==> src/rtl/seg_scan_decoder_pkg.sv <==
// Shared segment encodings, filter states and the seg->hex decode for the scan decoder.
// Latency: none (constants, types and a pure function).
// Backpressure: none.
package seg_pkg;

    // Active-low {sa,sb,sc,sd,se,sf,sg}
    localparam logic [6:0] SEG_0     = 7'b0000001;
    localparam logic [6:0] SEG_1     = 7'b1001111;
    localparam logic [6:0] SEG_2     = 7'b0010010;
    localparam logic [6:0] SEG_3     = 7'b0000110;
    localparam logic [6:0] SEG_4     = 7'b1001100;
    localparam logic [6:0] SEG_5     = 7'b0100100;
    localparam logic [6:0] SEG_6     = 7'b0100000;
    localparam logic [6:0] SEG_7     = 7'b0001111;
    localparam logic [6:0] SEG_8     = 7'b0000000;
    localparam logic [6:0] SEG_9     = 7'b0000100;
    localparam logic [6:0] SEG_A     = 7'b0001000;
    localparam logic [6:0] SEG_B     = 7'b1100000;
    localparam logic [6:0] SEG_C     = 7'b0110001;
    localparam logic [6:0] SEG_D     = 7'b1000010;
    localparam logic [6:0] SEG_E     = 7'b0110000;
    localparam logic [6:0] SEG_F     = 7'b0111000;
    localparam logic [6:0] SEG_BLANK = 7'b1111111;

    typedef enum logic [1:0] {
        IDLE  = 2'd0,
        TRACK = 2'd1,
        HOLD  = 2'd2
    } state_t;

    typedef struct packed {
        logic       legal;
        logic       blank;
        logic [3:0] nibble;
    } dec_t;

    // Blank counts as legal with nibble 0; anything off-table is illegal.
    function automatic dec_t seg_decode(input logic [6:0] s);
        dec_t d;
        d = '{legal: 1'b1, blank: 1'b0, nibble: 4'h0};
        case (s)
            SEG_0:     d.nibble = 4'h0;
            SEG_1:     d.nibble = 4'h1;
            SEG_2:     d.nibble = 4'h2;
            SEG_3:     d.nibble = 4'h3;
            SEG_4:     d.nibble = 4'h4;
            SEG_5:     d.nibble = 4'h5;
            SEG_6:     d.nibble = 4'h6;
            SEG_7:     d.nibble = 4'h7;
            SEG_8:     d.nibble = 4'h8;
            SEG_9:     d.nibble = 4'h9;
            SEG_A:     d.nibble = 4'hA;
            SEG_B:     d.nibble = 4'hB;
            SEG_C:     d.nibble = 4'hC;
            SEG_D:     d.nibble = 4'hD;
            SEG_E:     d.nibble = 4'hE;
            SEG_F:     d.nibble = 4'hF;
            SEG_BLANK: d.blank  = 1'b1;
            default:   d.legal  = 1'b0;
        endcase
        return d;
    endfunction

endpackage

==> src/rtl/seg_scan_decoder_if.sv <==
// Bundle of the observed 7-segment bus and the reconstructed digit results.
// Latency: none (wires only).
// Backpressure: none; the display bus is free-running and results are level/pulse outputs.
interface seg_scan_decoder_if #(
    parameter int NUM_DIGITS = 4
);
    logic [NUM_DIGITS-1:0]   an;
    logic [6:0]              seg;
    logic                    sample_en;
    logic [4*NUM_DIGITS-1:0] digits;
    logic [NUM_DIGITS-1:0]   digit_valid;
    logic [NUM_DIGITS-1:0]   digit_blank;
    logic                    frame_done;
    logic                    pat_err;
    logic                    multi_an_err;
    logic                    stale;

    modport master (
        output an, seg, sample_en,
        input  digits, digit_valid, digit_blank, frame_done, pat_err, multi_an_err, stale
    );

    modport slave (
        input  an, seg, sample_en,
        output digits, digit_valid, digit_blank, frame_done, pat_err, multi_an_err, stale
    );
endinterface

==> src/rtl/seg7_to_hex.sv <==
// Combinational decode of one active-low 7-segment pattern into {legal, blank, nibble}.
// Latency: 0 cycles.
// Backpressure: none.
module seg7_to_hex
    import seg_pkg::*;
(
    input  logic [6:0] seg,
    output logic       legal,
    output logic       blank,
    output logic [3:0] nibble
);
    dec_t d;

    assign d      = seg_decode(seg);
    assign legal  = d.legal;
    assign blank  = d.blank;
    assign nibble = d.nibble;
endmodule

==> src/rtl/seg_scan_decoder.sv <==
// Reconstructs the hex digits shown on a multiplexed active-low 7-segment bus.
// Latency: 2 sync clk + STABLE_CYCLES enabled samples + 1 clk from a stable bus to outputs.
// Backpressure: none; the filter advances only on sample_en and otherwise holds.
module seg_scan_decoder
    import seg_pkg::*;
#(
    parameter int NUM_DIGITS     = 4,
    parameter int STABLE_CYCLES  = 4,
    parameter int TIMEOUT_CYCLES = 65535
) (
    input  logic clk,
    input  logic rst_n,
    seg_scan_decoder_if.slave bus
);
    localparam int          IDXW     = (NUM_DIGITS > 1) ? $clog2(NUM_DIGITS) : 1;
    localparam logic [7:0]  STABLE_N = 8'(STABLE_CYCLES);
    localparam logic [15:0] WD_LAST  = 16'(TIMEOUT_CYCLES - 1);

    // Sync flops reset to the idle bus so no phantom anodes appear after reset.
    logic [NUM_DIGITS-1:0] an_s1, an_s2;
    logic [6:0]            seg_s1, seg_s2;

    always_ff @(posedge clk or negedge rst_n) begin
        if (!rst_n) begin
            an_s1  <= '1;
            an_s2  <= '1;
            seg_s1 <= '1;
            seg_s2 <= '1;
        end else begin
            an_s1  <= bus.an;
            an_s2  <= an_s1;
            seg_s1 <= bus.seg;
            seg_s2 <= seg_s1;
        end
    end

    logic [NUM_DIGITS-1:0] act;
    logic                  any_act, multi_act;
    logic [IDXW-1:0]       act_idx;

    assign act       = ~an_s2;
    assign any_act   = |act;
    assign multi_act = |(act & (act - NUM_DIGITS'(1)));

    always_comb begin
        act_idx = '0;
        for (int i = 0; i < NUM_DIGITS; i++) begin
            if (act[i]) act_idx = IDXW'(i);
        end
    end

    state_t          state_q, state_d;
    logic [7:0]      cnt_q, cnt_d;
    logic [IDXW-1:0] idx_q, idx_d;
    logic [6:0]      pat_q, pat_d;
    logic            commit_d, multi_d;

    always_comb begin
        state_d  = state_q;
        cnt_d    = cnt_q;
        idx_d    = idx_q;
        pat_d    = pat_q;
        commit_d = 1'b0;
        multi_d  = 1'b0;
        if (bus.sample_en) begin
            if (!any_act) begin
                state_d = IDLE;
                cnt_d   = '0;
            end else if (multi_act) begin
                multi_d = 1'b1;
                state_d = IDLE;
                cnt_d   = '0;
            end else if (state_q == IDLE || act_idx != idx_q || seg_s2 != pat_q) begin
                idx_d = act_idx;
                pat_d = seg_s2;
                cnt_d = 8'd1;
                if (STABLE_N == 8'd1) begin
                    commit_d = 1'b1;
                    state_d  = HOLD;
                end else begin
                    state_d  = TRACK;
                end
            end else if (state_q == TRACK) begin
                cnt_d = cnt_q + 8'd1;
                if (cnt_d == STABLE_N) begin
                    commit_d = 1'b1;
                    state_d  = HOLD;
                end
            end
            // HOLD on an unchanged digit: already committed, nothing to do.
        end
    end

    logic            commit_q, multi_q;
    logic [IDXW-1:0] cidx_q;
    logic [6:0]      cpat_q;

    always_ff @(posedge clk or negedge rst_n) begin
        if (!rst_n) begin
            state_q  <= IDLE;
            cnt_q    <= '0;
            idx_q    <= '0;
            pat_q    <= '0;
            commit_q <= 1'b0;
            multi_q  <= 1'b0;
            cidx_q   <= '0;
            cpat_q   <= '0;
        end else begin
            state_q  <= state_d;
            cnt_q    <= cnt_d;
            idx_q    <= idx_d;
            pat_q    <= pat_d;
            commit_q <= commit_d;
            multi_q  <= multi_d;
            cidx_q   <= idx_d;
            cpat_q   <= pat_d;
        end
    end

    logic       c_legal, c_blank;
    logic [3:0] c_nib;

    seg7_to_hex u_dec (
        .seg    (cpat_q),
        .legal  (c_legal),
        .blank  (c_blank),
        .nibble (c_nib)
    );

    logic [4*NUM_DIGITS-1:0] digits_q;
    logic [NUM_DIGITS-1:0]   valid_q, blank_q, seen_q, seen_nxt, commit_bit;
    logic                    frame_q, perr_q, stale_q;
    logic [15:0]             wd_q;

    assign commit_bit = NUM_DIGITS'(1) << cidx_q;
    assign seen_nxt   = seen_q | commit_bit;

    // A commit always wins over watchdog expiry in the same cycle.
    always_ff @(posedge clk or negedge rst_n) begin
        if (!rst_n) begin
            digits_q <= '0;
            valid_q  <= '0;
            blank_q  <= '0;
            seen_q   <= '0;
            frame_q  <= 1'b0;
            perr_q   <= 1'b0;
            stale_q  <= 1'b0;
            wd_q     <= '0;
        end else begin
            frame_q <= 1'b0;
            perr_q  <= 1'b0;
            if (commit_q) begin
                wd_q    <= '0;
                stale_q <= 1'b0;
                for (int i = 0; i < NUM_DIGITS; i++) begin
                    if (cidx_q == IDXW'(i)) begin
                        if (c_legal) begin
                            digits_q[4*i +: 4] <= c_blank ? 4'h0 : c_nib;
                            valid_q[i]         <= 1'b1;
                            blank_q[i]         <= c_blank;
                        end else begin
                            valid_q[i] <= 1'b0;
                            blank_q[i] <= 1'b0;
                        end
                    end
                end
                perr_q <= ~c_legal;
                if (&seen_nxt) begin
                    seen_q  <= '0;
                    frame_q <= 1'b1;
                end else begin
                    seen_q  <= seen_nxt;
                end
            end else begin
                if (wd_q != 16'hFFFF) wd_q <= wd_q + 16'd1;
                if (wd_q == WD_LAST) begin
                    stale_q <= 1'b1;
                    valid_q <= '0;
                end
            end
        end
    end

    assign bus.digits       = digits_q;
    assign bus.digit_valid  = valid_q;
    assign bus.digit_blank  = blank_q;
    assign bus.frame_done   = frame_q;
    assign bus.pat_err      = perr_q;
    assign bus.multi_an_err = multi_q;
    assign bus.stale        = stale_q;
endmodule

==> src/flat_wrapper.sv <==
// flat-port wrapper written by rule: the top's interface ports become plain ports
module seg_scan_decoder_flat import seg_pkg::*;
#(
    parameter int NUM_DIGITS     = 4,
    parameter int STABLE_CYCLES  = 4,
    parameter int TIMEOUT_CYCLES = 65535
)
  (clk, rst_n, bus_an, bus_seg, bus_sample_en, bus_digits, bus_digit_valid, bus_digit_blank, bus_frame_done, bus_pat_err, bus_multi_an_err, bus_stale);
  seg_scan_decoder_if #(.NUM_DIGITS(NUM_DIGITS)) bus_i ();
  input  logic clk;
  input  logic rst_n;
  input wire logic [$bits(bus_i.an)-1:0] bus_an;
  input wire logic [$bits(bus_i.seg)-1:0] bus_seg;
  input wire logic [$bits(bus_i.sample_en)-1:0] bus_sample_en;
  output wire logic [$bits(bus_i.digits)-1:0] bus_digits;
  output wire logic [$bits(bus_i.digit_valid)-1:0] bus_digit_valid;
  output wire logic [$bits(bus_i.digit_blank)-1:0] bus_digit_blank;
  output wire logic [$bits(bus_i.frame_done)-1:0] bus_frame_done;
  output wire logic [$bits(bus_i.pat_err)-1:0] bus_pat_err;
  output wire logic [$bits(bus_i.multi_an_err)-1:0] bus_multi_an_err;
  output wire logic [$bits(bus_i.stale)-1:0] bus_stale;
  assign bus_i.an = bus_an;
  assign bus_i.seg = bus_seg;
  assign bus_i.sample_en = bus_sample_en;
  assign bus_digits = bus_i.digits;
  assign bus_digit_valid = bus_i.digit_valid;
  assign bus_digit_blank = bus_i.digit_blank;
  assign bus_frame_done = bus_i.frame_done;
  assign bus_pat_err = bus_i.pat_err;
  assign bus_multi_an_err = bus_i.multi_an_err;
  assign bus_stale = bus_i.stale;
  seg_scan_decoder #(.NUM_DIGITS(NUM_DIGITS), .STABLE_CYCLES(STABLE_CYCLES), .TIMEOUT_CYCLES(TIMEOUT_CYCLES)) u_core (.clk(clk), .rst_n(rst_n), .bus(bus_i));
endmodule
==> config.mk <==
export PLATFORM = sky130hd
export DESIGN_NAME = seg_scan_decoder_flat
export DESIGN_NICKNAME = d
export VERILOG_FILES = /design/src/rtl/seg_scan_decoder_pkg.sv /design/src/rtl/seg_scan_decoder_if.sv /design/src/rtl/seg7_to_hex.sv /design/src/rtl/seg_scan_decoder.sv /design/src/flat_wrapper.sv
export SDC_FILE = /design/constraint.sdc
export NUM_CORES = 1
export LEC_CHECK = 0
export ABC_AREA = 1
export BUFFER_PORTS_ARGS = -buffer_cell sky130_fd_sc_hd__buf_2
export CAP_MARGIN = 20
export CORE_UTILIZATION = 35
export DETAILED_ROUTE_END_ITERATION = 8
export PLACE_DENSITY_LB_ADDON = 0.25
export SETUP_SLACK_MARGIN = 0.15
export SLEW_MARGIN = 10
export SYNTH_ARGS = -nofsm -noshare
export SYNTH_HDL_FRONTEND = slang
export SYNTH_SLANG_ARGS = --single-unit
==> constraint.sdc <==
create_clock -name clk -period 3.6 [get_ports clk]
set_clock_uncertainty 0.05 [all_clocks]
set_input_delay 0.72 -clock clk [delete_from_list [all_inputs] [get_ports clk]]
set_output_delay 0.72 -clock clk [all_outputs]
set_load 0.02 [all_outputs]
==> impl_results.md, run 1 <==
* Outcome: finished, violations left
* Failing checks: DRC
* Antenna cells at 0
* Max-Cap Viols at 0
* Commonest non-fill, non-tap cell in the layout: nand2_1
* I/O pin count at 42
* Number of detailed-route iterations in the first pass at 6
* Reg2Reg Setup Slack at 1.54 ns
* Vias in the first global route at 3,300
* P_sw at 0.000618 W
* GRT Overall Usage at 0.150
* WP data required at 3.83 ns
* Int Power at 0.00171 W
* I/O Buffers at 41
* Combinational power share at 0.125
* Synth unique cells at 32
* RR Endpoint: u_core.bus.digits[3]
* Drt drc at 5
* Post-CTS Hold Buffers at 0
* CTS root buf: clkbuf_16
* GR Overflow Total at 0
* R2R depth at 10
* Placed instance area at 0.00457 mm^2
* Post-layout instance area at 0.00487 mm^2
* Chip width at 112 um
* Async SR Flop Fraction at 1.00
* Row cnt at 39
* Vias after detailed routing at 3,337
* Synthesis-stage register bit count at 90
* Hold WC Path Type: input pin to async pin
* Worst-margin pin slew at 0.753 ns
* Fmax at 485 MHz
* Synthesized cell area at 0.00423 mm^2
* DR WL/cell at 12.0 um
* Power Dens Cells at 478 mW/mm^2
* CTS Sinks at 90
* CP Data Arrival Time at 2.29 ns
* Setup TNS at 0 ns
* Insertion delay to the later sink of the worst-skew pair at 0.34 ns
* Ys Warns at 0
* Post-Syn Area per Cell at 8.27 um^2
* Crit Path Class: flip-flop to flip-flop
* Static Leak at 2.63 nW
* VDD IR max at 0.419 mV
* 1st-iter DRT viols at 231
* CTS Buffer Depth at 2
* Clock power share at 0.397
* Routed Antenna Nets at 0
* Reg2reg start: u_core.pat_q[6]
* Sw frac at 0.265
* Final core area utilization at 0.419
* Total setup buffers inserted after CTS at 0
* Detailed Place HPWL at 6200 um
* Area added between synthesis and finish at 15.0%
* Share of layout cells above drive strength 1 at 0.191
* Crit-path max FO at 21
* Core Box Area at 0.0116 mm^2
* Number of flops mapped to enable cells by yosys at 0
* Final GP Congestion at 0.857
* Die height at 112 um
* CP Capture Type: flip-flop
* RSZ-0062 raised after global routing: no
* Max Slew Vio Count at 0
* Syn Nets at 529
* Most frequent cells in the layout: nand2_1, dfrtp_1, nand3_1
* Type of origin of the critical path: flip-flop
* First-pass GRT wire length at 15,000 um
* Nets at 574
* Slew HR at 0.498
* CTS buffer count at 9
* Final Cycle Share at 0.573
* Tmin final at 2.06 ns
* Initial Util at 0.364
* DRT Wirelength at 8420 um
* Clock tree from TritonCTS: built
* Synth Instances at 512
* Initial antenna violation count at 0
* Top FF cell, synth: dfrtp_1
* H-tree depth at 3
* Via/cell ratio at 4.74
* Endpoints failing hold at 0
* Seq/Total Area, Yosys at 0.539
* Register share of total power at 0.477
* Largest net degree at the start of global routing at 41
* Final setup vio count at 0
* Clk slew on worst S/H paths at 0.06 ns
* Die ar. at 0.0125 mm^2
* Post-CTS sizing at 0
power by group through the flow:
stage                     clock network, W  registers (W)  logic, W
after CTS                         0.000959        0.00111  0.000295
after detailed placement                 0        0.00113  0.000295
after global placement                   0        0.00113  0.000289
after global routing              0.000988        0.00112  0.000339
after floorplan                          0        0.00110  0.000256
final                             0.000925        0.00111  0.000292
synthesized netlist by cell type (5+ instances only):
library cell / n / share of area
nand2_1: 156 / 0.14
dfrtp_1: 68 / 0.40
nand3_1: 55 / 0.065
inv_1: 53 / 0.047
nor2_1: 47 / 0.042
dfstp_2: 22 / 0.14
o21ai_0: 12 / 0.014
o21ai_1: 11 / 0.013
a21oi_1: 10 / 0.012
nor3_1: 10 / 0.012
nor2_2: 9 / 0.013
nand4_1: 7 / 0.010
inv_2: 5 / 0.0044
nand3b_1: 5 / 0.0089
or2_2: 5 / 0.0074
flip-flops by register name (all words and copies together), names as in the netlist, 7 cells and up:
register and flops:
u_core.bus.digits 16, u_core.cnt_q 8, u_core.pat_q 7, u_core.seg_s1 7
u_core.seg_s2 7, u_core.wd_q 16
per-layer routing:
metal / vias to the layer above / global-route usage / routed length, um
met5: - / 0 / 0
met4: 0 / 0.0507 / 116
met3: 9 / 0.0370 / 330
met2: 61 / 0.252 / 3880
met1: 1551 / 0.188 / 4090
li1: 1716 / - / -
cells by family after synthesis:
logic type      count (synthesis)  share of synthesized area
compound gates                 40                     0.0508
xor+xnor                        7                     0.0145
fa+ha+maj                       3                    0.00887
buf+inv                        68                     0.0665
flops                          90                      0.539
simple gates                  304                      0.321
area by class of cell:
class                           count  area [um^2]
Timing Repair Buffer               43          223
Inverter                           59          221
Multi-Input combinational cell    354         1670
Clock buffer                       12          256
Tap cell                          143          179
Fill cell                        1192         6740
Sequential cell                    90         2280
Clock inverter                      3         38.8
stage by stage:
| stage | std cells | hold slack (ns) | power [W] | setup slack (ns) |
|---|---|---|---|---|
| floorplan | 512 | 0.295 | 0.00136 | 2.02 |
| global placement | 689 | 0.296 | 0.00142 | 1.61 |
| detailed placement | 689 | 0.297 | 0.00142 | 1.56 |
| CTS | 704 | 0.247 | 0.00237 | 1.55 |
| global route | 704 | 0.267 | 0.00245 | 1.31 |
| finish | 704 | 0.241 | 0.00233 | 1.54 |
critical path, stage by stage, from the launching register on:
cell	delay [ns]
dfrtp_1	0.50
inv_2	0.10
nand3_1	0.12
nor2_1	0.06
nor2_2	0.12
nand2_1	0.07
nor2_1	0.11
nand3_2	0.41
nand2_1	0.32
nand2_1	0.08
nand2_1	0.06
how the worst max path moves through the flow:
stage / startpoint / end / slack, ns / cells after the start
2_1_floorplan: u_core.an_s2[3] / u_core.idx_q[0] / 2.02 / 7
3_3_place_gp: u_core.pat_q[3] / u_core.bus.digit_valid[0] / 1.61 / 9
3_5_place_dp: u_core.pat_q[6] / u_core.bus.digits[2] / 1.56 / 10
4_1_cts: u_core.pat_q[6] / u_core.bus.digits[3] / 1.55 / 10
5_1_grt: u_core.pat_q[1] / u_core.bus.digits[1] / 1.31 / 11
6_report: u_core.pat_q[6] / u_core.bus.digits[3] / 1.54 / 10
No activity file was read; power rests on OpenSTA's default activity.
==> run 2: changes to the inputs <==
==> constraint.sdc (replaced) <==
create_clock -name clk -period 2.15 [get_ports clk]
set_clock_uncertainty 0.05 [all_clocks]
set_input_delay 0.43 -clock clk [delete_from_list [all_inputs] [get_ports clk]]
set_output_delay 0.43 -clock clk [all_outputs]
set_load 0.02 [all_outputs]
==> run 2 against run 1 <==
  * The run still ends with DRC left
  * Final area rose by 1.0%
  * Sequential power rose by 68%
  * Sequential cell count did not move
  * Critical path type unchanged
  * Critical endpoint is now u_core.pat_q[2]
  * Largest power group unchanged
  * Highest routed layer unchanged
==> impl_results.md, run 2 (same netlist as run 1, synthesis figures left out) <==
* CTS buffer count at 9
* Largest net degree at the start of global routing at 38
* Type of origin of the critical path: flip-flop
* Share of layout cells above drive strength 1 at 0.201
* CTS Buffer Depth at 2
* Failing checks: DRC
* Sequential cell area at 0.00228 mm^2
* Vias after detailed routing at 3,382
* Most frequent cells in the layout: nand2_1, dfrtp_1, nand3_1
* Number of detailed-route iterations in the first pass at 7
* Power Dens Cells at 776 mW/mm^2
* Post-layout instance area at 0.00492 mm^2
* Worst-margin pin slew at 0.540 ns
* Outcome: finished, violations left
* Tmin final at 1.82 ns
* Crit Path Class: flip-flop to flip-flop
* Reg2Reg Setup Slack at 0.33 ns
* CP startpoint: u_core.an_s2[3]
* Max-Cap Viols at 0
* Reg2reg start: u_core.an_s2[3]
* Hold path startpoint: bus_an[0]
* Worst Slack Setup Final at 0.330 ns
* Crit-path max FO at 19
* R2R depth at 8
* Vias in the first global route at 3,315
* Slew HR at 0.638
* Clock tree from TritonCTS: built
* Final setup vio count at 0
* Drt drc at 5
* First-pass GRT wire length at 15,300 um
* CP Capture Type: flip-flop
* Antenna cells at 0
* Commonest non-fill, non-tap cell in the layout: nand2_1
* H-tree depth at 3
* Endpoints failing hold at 0
* Via/cell ratio at 4.76
* Area added between synthesis and finish at 16.2%
* Hold WC Path Type: input pin to flip-flop
* Final core area utilization at 0.424
* CP Data Arrival Time at 1.99 ns
* GRT Overall Usage at 0.157
* Final GP Congestion at 0.777
* Area of the multi-input gates at 0.00167 mm^2
* Nets at 580
* DR WL/cell at 12.3 um
* I/O pin count at 42
* WP data required at 2.32 ns
* CTS root buf: clkbuf_16
* Detailed Place HPWL at 6430 um
* Core Box Area at 0.0116 mm^2
* GR Overflow Total at 0
* Placed instance area at 0.00464 mm^2
* Initial antenna violation count at 0
* Hold path depth at 1
* Max Slew Vio Count at 0
* Filler cells at 1,180
* Clk slew on worst S/H paths at 0.06 ns
* Fmax at 549 MHz
* Chip width at 112 um
* CTS Sinks at 90
* 1st-iter DRT viols at 205
* Die height at 112 um
* Row cnt at 39
* Die ar. at 0.0125 mm^2
* Routed Antenna Nets at 0
* Dpl ws at 0.323 ns
* VDD IR max at 0.479 mV
* Final Cycle Share at 0.847
* Static Leak at 2.65 nW
* Initial Util at 0.364
* I/O Buffers at 41
* Setup TNS at 0 ns
* Insertion delay to the later sink of the worst-skew pair at 0.35 ns
* WHS at 0.131 ns
* DRT Wirelength at 8760 um
* RSZ-0062 raised after global routing: no
run 2: cell types whose count changed in the layout (fill, tap and decap cells not counted):
| cell | delta |
|---|---|
| buf_12 | +2 |
| buf_4 | +2 |
| buf_6 | +1 |
| bufinv_16 | -1 |
| clkbuf_1 | +2 |
| clkbuf_8 | -1 |
| clkinv_1 | -1 |
| clkinv_2 | +2 |
| dfrtp_1 | -1 |
| dfrtp_2 | +1 |
| dlygate4sd3_1 | +1 |
| nor2_1 | -1 |
| nor2_2 | +1 |
run 2: path summary, 6_finish.rpt:
check	to
max	u_core.pat_q[2]
min reg2reg	u_core.seg_s2[6]
min in group asynchronous	u_core.wd_q[12]
min	u_core.an_s1[0]
max reg2reg	u_core.pat_q[2]
max in group asynchronous	u_core.an_s1[2]
run 2: where the power goes:
part | total (W) | switching, W | leakage, nW | internal, W
combinational | 0.000529 | 0.000362 | 1.37 | 0.000167
sequential | 0.00187 | 0.0000926 | 1.15 | 0.00178
clock | 0.00142 | 0.000610 | 0.133 | 0.000809
run 2: per-stage QoR:
| step | cells | power (W) |
|---|---|---|
| after global placement | 694 | 0.00241 |
| after CTS | 711 | 0.00387 |
| final | 711 | 0.00382 |
| after floorplan | 512 | 0.00227 |
| after global routing | 711 | 0.00403 |
| after detailed placement | 694 | 0.00242 |
run 2: per-layer routing:
metal,global-route usage,routed length (um),vias up
met2,0.250,3990,55
li1,-,-,1727
met3,0.0457,332,15
met5,0,0,-
met4,0.0747,236,0
met1,0.196,4200,1585
run 2: critical path, cell delays in order (launching register included):
cell and delay, ns:
dfstp_2 0.53, a21boi_1 0.30, nand2_1 0.09, nand2_1 0.08, nor2_2 0.05, nand2_1 0.07, nand3_2 0.29, nand2_1 0.14
o21ai_1 0.08
run 2: layout make-up:
class | instances | area share
inverter | 59 | 0.0450
multi-input combinational | 354 | 0.340
clock buffer | 13 | 0.0509
timing repair buffer | 49 | 0.0608
clock inverter | 3 | 0.00305
sequential | 90 | 0.464
tap | 143 | 0.0364
run 2: what timing repair did:
action	4_1_cts	5_1_grt
setup endpoints to repair	0	11
gates resized for setup	0	3
hold buffers	1	0
hold endpoints to repair	23	0
setup buffers	0	0
